`config.mk`:
```
export PLATFORM = sky130hd
export DESIGN_NAME = intr_gen
export DESIGN_NICKNAME = d
export VERILOG_FILES = /design/src/rtl/intr_gen_pkg.sv /design/src/rtl/intr_gen_sync_edge.sv /design/src/rtl/intr_gen.sv
export SDC_FILE = /design/constraint.sdc
export NUM_CORES = 1
export LEC_CHECK = 0
export CAP_MARGIN = 15
export CORE_ASPECT_RATIO = 1.4
export CORE_MARGIN = 1.5
export CORE_UTILIZATION = 52
export DETAILED_ROUTE_END_ITERATION = 6
export PLACE_DENSITY_LB_ADDON = 0.1
export SLEW_MARGIN = 20
export SYNTH_ARGS = -nofsm -noshare
export SYNTH_HDL_FRONTEND = slang
export SYNTH_HIERARCHICAL = 1
export SYNTH_SLANG_ARGS = --single-unit
```
`constraint.sdc`:
```
create_clock -name clk -period 3 [get_ports clk]
set_clock_uncertainty 0.15 [all_clocks]
set_input_delay 0.75 -clock clk [delete_from_list [all_inputs] [get_ports clk]]
set_output_delay 0.75 -clock clk [all_outputs]
set_load 0.05 [all_outputs]
```
`src/rtl/intr_gen_pkg.sv`:
```
// Shared types and defaults for the intr_gen interrupt source block.
// Holds the delivery FSM encoding and a width helper for the internal counters.
package intr_gen_pkg;

    localparam int DEFAULT_PRESCALE = 50;
    localparam int DEFAULT_HOLDOFF  = 4;

    localparam int SRC_TIMER = 0;
    localparam int SRC_EXT   = 1;

    typedef enum logic [1:0] {
        IDLE = 2'd0,
        FIRE = 2'd1,
        HOLD = 2'd2
    } state_e;

    // Bits needed to hold 0..n-1; never narrower than one bit.
    function automatic int cnt_width(input int n);
        return (n > 1) ? $clog2(n) : 1;
    endfunction

endpackage

```
`src/rtl/intr_gen_sync_edge.sv`:
```
// Two-flop synchroniser plus delay flop and rising-edge detector for one
// asynchronous input line; reusable for any future external event input.
module sync_edge (
    input  logic clk,
    input  logic reset,
    input  logic d,
    output logic rise
);

    logic s1_q;
    logic s2_q;
    logic s3_q;

    always_ff @(posedge clk or posedge reset) begin
        if (reset) begin
            s1_q <= 1'b0;
            s2_q <= 1'b0;
            s3_q <= 1'b0;
        end else begin
            s1_q <= d;
            s2_q <= s1_q;
            s3_q <= s2_q;
        end
    end

    // s3 lags s2 by one cycle, so a held level yields exactly one request.
    assign rise = s2_q & ~s3_q;

endmodule

```
`src/rtl/intr_gen.sv`:
```
// Interrupt source: periodic timer drives intr1, synchronised external edge
// drives intr2; requests are latched and delivered as spaced one-cycle pulses.
module intr_gen
    import intr_gen_pkg::*;
#(
    parameter int PRESCALE = DEFAULT_PRESCALE,
    parameter int HOLDOFF  = DEFAULT_HOLDOFF
) (
    input  logic       clk,
    input  logic       reset,
    input  logic       ext_evt,
    input  logic       en,
    input  logic [7:0] period,
    output logic       intr1,
    output logic       intr2,
    output logic [1:0] pending,
    output logic [1:0] ovf,
    output logic [7:0] count
);

    localparam int PW = cnt_width(PRESCALE);
    localparam int HW = cnt_width(HOLDOFF);

    logic [PW-1:0] pre_q;
    logic [PW-1:0] pre_d;
    logic          tick;

    logic [7:0]    count_q;
    logic [7:0]    count_d;
    logic [8:0]    count_inc;
    logic          timer_req;

    logic          ext_rise;

    logic [1:0]    req;
    logic [1:0]    serve;
    logic [1:0]    pending_q;
    logic [1:0]    pending_d;
    logic [1:0]    ovf_q;
    logic [1:0]    ovf_d;

    state_e        state_q;
    logic [HW-1:0] hold_q;
    logic          intr1_q;
    logic          intr2_q;

    assign tick = (pre_q == PW'(PRESCALE - 1));

    always_comb begin
        pre_d = tick ? '0 : pre_q + PW'(1);
    end

    // Compare in 9 bits so period=255 with count=254 still wraps cleanly.
    assign count_inc = {1'b0, count_q} + 9'd1;

    always_comb begin
        count_d   = count_q;
        timer_req = 1'b0;
        if (!en || period == 8'd0) begin
            count_d = '0;
        end else if (tick) begin
            if (count_inc >= {1'b0, period}) begin
                count_d   = '0;
                timer_req = 1'b1;
            end else begin
                count_d = count_inc[7:0];
            end
        end
    end

    sync_edge u_ext_sync (
        .clk   (clk),
        .reset (reset),
        .d     (ext_evt),
        .rise  (ext_rise)
    );

    assign req[SRC_TIMER] = timer_req;
    assign req[SRC_EXT]   = ext_rise;

    // A fresh request in the serve cycle re-arms the bit without counting as overrun.
    always_comb begin
        serve = 2'b00;
        if (state_q == IDLE) begin
            if (pending_q[SRC_TIMER]) begin
                serve[SRC_TIMER] = 1'b1;
            end else if (pending_q[SRC_EXT]) begin
                serve[SRC_EXT] = 1'b1;
            end
        end
        pending_d = req | (pending_q & ~serve);
        ovf_d     = ovf_q | (req & pending_q & ~serve);
    end

    always_ff @(posedge clk or posedge reset) begin
        if (reset) begin
            pre_q     <= '0;
            count_q   <= '0;
            pending_q <= '0;
            ovf_q     <= '0;
        end else begin
            pre_q     <= pre_d;
            count_q   <= count_d;
            pending_q <= pending_d;
            ovf_q     <= ovf_d;
        end
    end

    // Hold exits on the edge where the counter would reach zero, giving
    // HOLDOFF+1 cycles between pulse rising edges.
    always_ff @(posedge clk or posedge reset) begin
        if (reset) begin
            state_q <= IDLE;
            hold_q  <= '0;
            intr1_q <= 1'b0;
            intr2_q <= 1'b0;
        end else begin
            case (state_q)
                IDLE: begin
                    if (serve != 2'b00) begin
                        state_q <= FIRE;
                        intr1_q <= serve[SRC_TIMER];
                        intr2_q <= serve[SRC_EXT];
                    end
                end
                FIRE: begin
                    state_q <= HOLD;
                    intr1_q <= 1'b0;
                    intr2_q <= 1'b0;
                    hold_q  <= HW'(HOLDOFF - 1);
                end
                HOLD: begin
                    if (hold_q <= HW'(1)) begin
                        state_q <= IDLE;
                    end else begin
                        hold_q <= hold_q - HW'(1);
                    end
                end
                default: begin
                    state_q <= IDLE;
                    intr1_q <= 1'b0;
                    intr2_q <= 1'b0;
                end
            endcase
        end
    end

    assign intr1   = intr1_q;
    assign intr2   = intr2_q;
    assign pending = pending_q;
    assign ovf     = ovf_q;
    assign count   = count_q;

endmodule

```
# [After elaboration in Yosys (flattened, before gate mapping)]
# Index checks and enable logic that the tools add are counted.
[op_classes] n_bitwise=9 magnitude_cmp=2 n_reduce_logical=10 n_mux=20 n_addsub=3 n_eq_ne=6
[ops] operator="8-bit 2-to-1 mux" count=3
[ops] operator="8-bit by 1-bit adder with 9-bit output, second input constant" count=1
[ops] operator="9-bit by 8-bit >= comparator with 1-bit output" count=1
[ops] operator="8-bit zero test" count=1
[ops] operator="1-bit 2-to-1 mux" count=8
[ops] operator="2-bit 2-to-1 mux" count=4
[ops] operator="6-bit by 1-bit adder with 6-bit output, second input constant" count=1
[ops] operator="2-bit AND" count=3
[ops] operator="6-bit == test, second input constant" count=1
[ops] operator="6-bit 2-to-1 mux" count=1
[ops] operator="2-bit one-hot mux with 3 select lines" count=1
[ops] operator="2-bit AND reduction" count=3
[ops] operator="2-bit nonzero test" count=3
[ops] operator="2-bit != test, second input constant" count=2
[ops] operator="2-bit OR" count=2
[ops] operator="1-bit one-hot mux with 2 select lines" count=2
[ops] operator="2-bit one-hot mux with 2 select lines" count=1
[ops] operator="2-bit by 1-bit == test with 1-bit output, second input constant" count=1
[ops] operator="2-bit == test, second input constant" count=1
[ops] operator="2-bit by 1-bit less-or-equal comparator with 1-bit output, second input constant" count=1
[ops] operator="2-bit zero test" count=1
[ops] operator="2-bit by 1-bit != test with 1-bit output, second input constant" count=1
[ops] operator="1-bit inverter" count=2
[ops] operator="2-bit inverter" count=1
[ops] operator="4 further kinds" count=4
[word_totals] word_cells=61 input_bits=12 regBits=27

# [Longest topological paths before layout]
[depth] depth_word=8 depth_mapped=10

# [By module]
# The synthesis kept the hierarchy.
[modules_own_cells] module="intr_gen" area_per_inst_um2=1400.1 seq_area_each_um2=600.6 cells_per_inst=143 instances=1
[modules_own_cells] module="sync_edge" area_per_inst_um2=92.6 seq_area_each_um2=75.1 cells_per_inst=5 instances=1

# [Least setup slack after synthesis]
# No wires, ideal clock.
[synth_path] path_type="register -> register" start="reg count_q[2] (netlist: count[2])" end="reg count_q[0] (netlist: count[0])" stages_incl_launch_ff=11 t_required_ps=2784 path_slack_ps=192 period_less_slack_ps=2808 arrival_ps=2593 setup_time_ps=66 path_cell_list="dfrtp_1 -> and3_1 -> and3_4 -> nand3_1 -> xnor2_1 -> ha_1 -> and3_1 -> a221oi_2 -> o21ai_2 -> nor3_4 -> mux2_2"
[synth_via] elab_chain_len=5
[synth_lines] element="start, declared" line="intr_gen.sv:28" source="logic [7:0] count_q;"
[synth_lines] element="start signal, assigned" line="intr_gen.sv:103" source="count_q <= count_d;"
[synth_lines] element="8-bit by 1-bit adder with 9-bit output" line="intr_gen.sv:54" source="assign count_inc = {1'b0, count_q} + 9'd1;"
[synth_lines] element="9-bit by 8-bit >= comparator with 1-bit output" line="intr_gen.sv:62" source="if (count_inc >= {1'b0, period}) begin"
[synth_lines] element="8-bit 2-to-1 mux" line="intr_gen.sv:62"
[synth_lines] element="8-bit 2-to-1 mux" line="intr_gen.sv:61" source="end else if (tick) begin"
[synth_lines] element="8-bit 2-to-1 mux" line="intr_gen.sv:59" source="if (!en || period == 8'd0) begin"
# No other way between the ends. The select of a mux whose other input is x is not followed.
# A chain may end at the register's enable or synchronous reset.

# [Worst setup path after layout]
# Same ends and word-level chain as after synthesis.

==> metrics.log <==
INFO  metric share_comb_of_total_power = 0.271
INFO  metric timing.final.ws_setup = 0.2698 ns
INFO  metric synth_cell_type_count = 40
INFO  metric slew_headroom = 0.6563
INFO  metric finalHoldViolations = 0
INFO  metric groute.usage.overall = 0.2014
INFO  metric final_cell_mix = 27 x dfrtp_1, 25 x clkdlybuf4s50_1, 17 x inv_1, 12 x ha_1, 10 x nor2_1
INFO  metric timing.final.max_slew_violations = 0
INFO  metric route.detailed.drc = 0
INFO  metric internal_power = 0.5545 mW
INFO  metric boundaryPins = 26
INFO  metric postRouteAntennaNets = 0
INFO  metric clkPwrFrac = 0.192
INFO  metric status = finished, final reports clean
INFO  metric timing.critical_path.cells = and3_1 -> and3_4 -> nand3_1 -> xnor2_1 -> ha_1 -> and3_1 -> a221oi_2 -> o21ai_2 -> nor3_4 -> mux2_2
INFO  metric start_kind = flip-flop
INFO  metric cp.depth = 10
INFO  metric timing.critical_path.to = count[0]
INFO  metric fmax = 366.3 MHz
INFO  metric synthArstFlopShare = 1.000
INFO  metric die_height = 66.40 µm
INFO  metric setup_fix_buffers_added_after_clock_tree_synthesis = 0
INFO  metric io_buffer_count = 25
INFO  metric setup-violations-final = 0
INFO  metric reg2regPathDepth = 10
INFO  metric power.ir.vdd_worst = 0.0003166 V
INFO  metric p_leak = 0.8616 nW
INFO  metric synth-main-ff-cell = dfrtp_1
INFO  metric clock-root-buffer = clkbuf_4
INFO  metric net-switching-power = 0.2890 mW
INFO  metric start_util = 0.5590
INFO  metric worst-endpoint-required = 3.13 ns
INFO  metric path_clk_slew = 0.15 ns
INFO  metric drive_above_1_share = 0.08046
INFO  metric crit_path_end_kind = flip-flop
INFO  metric holdCritPathClass = flip-flop to flip-flop
INFO  metric vias = 1150
INFO  metric cell_row_count = 22
INFO  metric mappedNetlistArea = 0.001493 mm²
INFO  metric worstMarginPinSlew = 0.5145 ns
INFO  metric total_neg_setup_slack = 0 ns
INFO  metric flow.area_growth_from_synthesis = 21.04%
INFO  metric netSwitchingFraction = 0.3426
INFO  metric cts.repair.resized = 0
INFO  metric core = 0.002670 mm²
INFO  metric drt_pass1_iterations = 4
INFO  metric place_worst_setup_slack = 0.1634 ns
INFO  metric timing.critical_path.from = count[2]
INFO  metric synthesis.nets = 172
INFO  metric first_global_vias = 1136
INFO  metric layout.cells.most_common = dfrtp_1
INFO  metric worstSetupPathType = flip-flop to flip-flop
INFO  metric cts_made_buffers = 3
INFO  metric share_of_the_yosys_chip_area_belonging_to_registers = 0.4526
INFO  metric n_antenna_cell = 0
INFO  metric overflow = 0
INFO  metric antenna_found_initial = 0
INFO  metric netlist.area_leader.share = 0.4526
INFO  metric yosysWarnings = 6
INFO  metric globalplace.congestion = 0.8164
INFO  metric worst_skew_pair_later_pin_latency = 0.32 ns
INFO  metric ff2ff_setup_slack = 0.27 ns
INFO  metric worstReg2RegEnd = count[0]
INFO  metric setup_repair_after_global_routing_missed_its_margin = false
INFO  metric timing.critical_path.slowest_cell_delay = 0.47 ns
INFO  metric post_drt_via_cell_ratio = 5.476
INFO  metric post_drt_wl_per_cell = 12.94 µm
INFO  metric power.density_cell_area = 466.8 mW/mm²
INFO  metric dpl.hpwl = 2212 µm
INFO  metric tritoncts_clock_tree = yes
INFO  metric synthDominantAreaCellType = dfrtp_1
INFO  metric ys_ff_latch = 27
INFO  metric grt_max_degree = 25
INFO  metric worstPathArrival = 2.86 ns
INFO  metric cts_sinks = 27
INFO  metric max-cap-violations = 0
INFO  metric cpMaxStageDelayCell = dfrtp_1
INFO  metric worst-path-max-fanout = 7
INFO  metric postRouteWirelength = 2717 µm
INFO  metric critPathBufInv = 0
INFO  metric cts_hold_buf = 0
INFO  metric timing.critical_path.max_delay_family = simple AND/OR/NAND/NOR gates
INFO  metric dieArea = 0.003206 mm²
INFO  metric finalCritPeriodShare = 0.9101
INFO  metric synth_enable_flop_cells = 0
INFO  metric syn_avg_cell_area = 10.09 µm²
INFO  metric critical_path.reg2reg.startpoint = count[2]
INFO  metric path_common_cell = and3_1
INFO  metric cells_after_synth = 148
INFO  metric clockBufferDepth = 2
INFO  metric die_wd = 48.28 µm
INFO  metric htree_levels = 1
INFO  metric post_synth_main_area_contributors = dfrtp_1 45%, ha_1 10%, inv_1 4.3%, nand3_1 3.0%, xnor2_1 2.9%
INFO  metric seqPwrFrac = 0.537
INFO  metric fin_crit = 2.730 ns
INFO  metric num-nets-final = 199
INFO  metric drt-initial-drc-count = 12
INFO  metric grt_pass1_wl = 4657 µm
-- power groups by stage --
stage / clock [mW] / combinational [mW] / sequential [mW]
2_1_floorplan: 0 / 0.117 / 0.495
3_3_place_gp: 0 / 0.220 / 0.456
3_5_place_dp: 0 / 0.232 / 0.460
4_1_cts: 0.173 / 0.233 / 0.453
5_1_grt: 0.184 / 0.249 / 0.460
6_report: 0.162 / 0.229 / 0.453
-- how the worst min path moves through the flow --
stage                          startpoint              end  slack [ns]  cells after the start
after global placement    u_ext_sync/s1_q  u_ext_sync/s2_q        0.19                      0
after CTS                 u_ext_sync/s1_q  u_ext_sync/s2_q        0.23                      0
after detailed placement  u_ext_sync/s1_q  u_ext_sync/s2_q        0.21                      0
after global routing      u_ext_sync/s1_q  u_ext_sync/s2_q        0.22                      0
after floorplan           u_ext_sync/s1_q  u_ext_sync/s2_q        0.18                      0
final                     u_ext_sync/s1_q  u_ext_sync/s2_q        0.23                      0
-- final cells by class --
cell class                      instances  area (µm²)
Clock buffer                            3       22.52
Clock inverter                          1       8.758
Fill cell                             231       863.3
Inverter                               17       63.81
Multi-Input combinational cell        100       733.2
Sequential cell                        27       675.6
Tap cell                               36       45.04
Timing Repair Buffer                   26       257.7
-- routing by layer --
metal	wire (µm)	up-vias	track usage
met3	96	8	0.03552
met2	1420	33	0.3405
met5	0	-	0
met4	64	0	0.07770
met1	1136	544	0.2395
li1	-	565	-
-- worst reg2reg max path: stages (launching register included) --
cell	delay, ns
dfrtp_1	0.47
and3_1	0.20
and3_4	0.21
nand3_1	0.09
xnor2_1	0.24
ha_1	0.30
and3_1	0.20
a221oi_2	0.27
o21ai_2	0.15
nor3_4	0.21
mux2_2	0.19
-- cells by family after synthesis --
family          after synthesis  share of synthesized area
compound gates               31                     0.1517
fa+ha+maj                    12                     0.1006
simple gates                 50                     0.1961
buf+inv                      21                    0.05616
mux                           1                   0.007543
xor+xnor                      6                    0.03521
flops                        27                     0.4526
-- registers in the layout, summed over array words and instances (netlist names) --
name,cells
count,8
hold_q,2
intr1,1
intr2,1
ovf,2
pending,2
pre_q,6
state_q,2
u_ext_sync/s1_q,1
u_ext_sync/s2_q,1
u_ext_sync/s3_q,1
-- Yosys cell counts, drive strengths merged, types with 4 or more instances --
library cell	instances
dfrtp	27
ha	12
a22o	4
o21ai	7
nand3	9
a21o	5
xnor2	5
nand2b	6
nor2	10
inv	17
nand2	10
-- through the flow --
| stage | util | instance area (µm²) | hold slack, ns | total power [mW] | std cells |
|---|---|---|---|---|---|
| 2_1_floorplan | - | 1493 | 0.1812 | 0.6114 | 148 |
| 3_3_place_gp | 0.6649 | 1775 | 0.1895 | 0.6763 | 206 |
| 3_5_place_dp | 0.6649 | 1775 | 0.2069 | 0.6922 | 206 |
| 4_1_cts | 0.6767 | 1807 | 0.2293 | 0.8591 | 210 |
| 5_1_grt | 0.6767 | 1807 | 0.2239 | 0.8933 | 210 |
| 6_report | 0.6767 | 1807 | 0.2276 | 0.8435 | 210 |
Power figures use the tool's default switching activity.
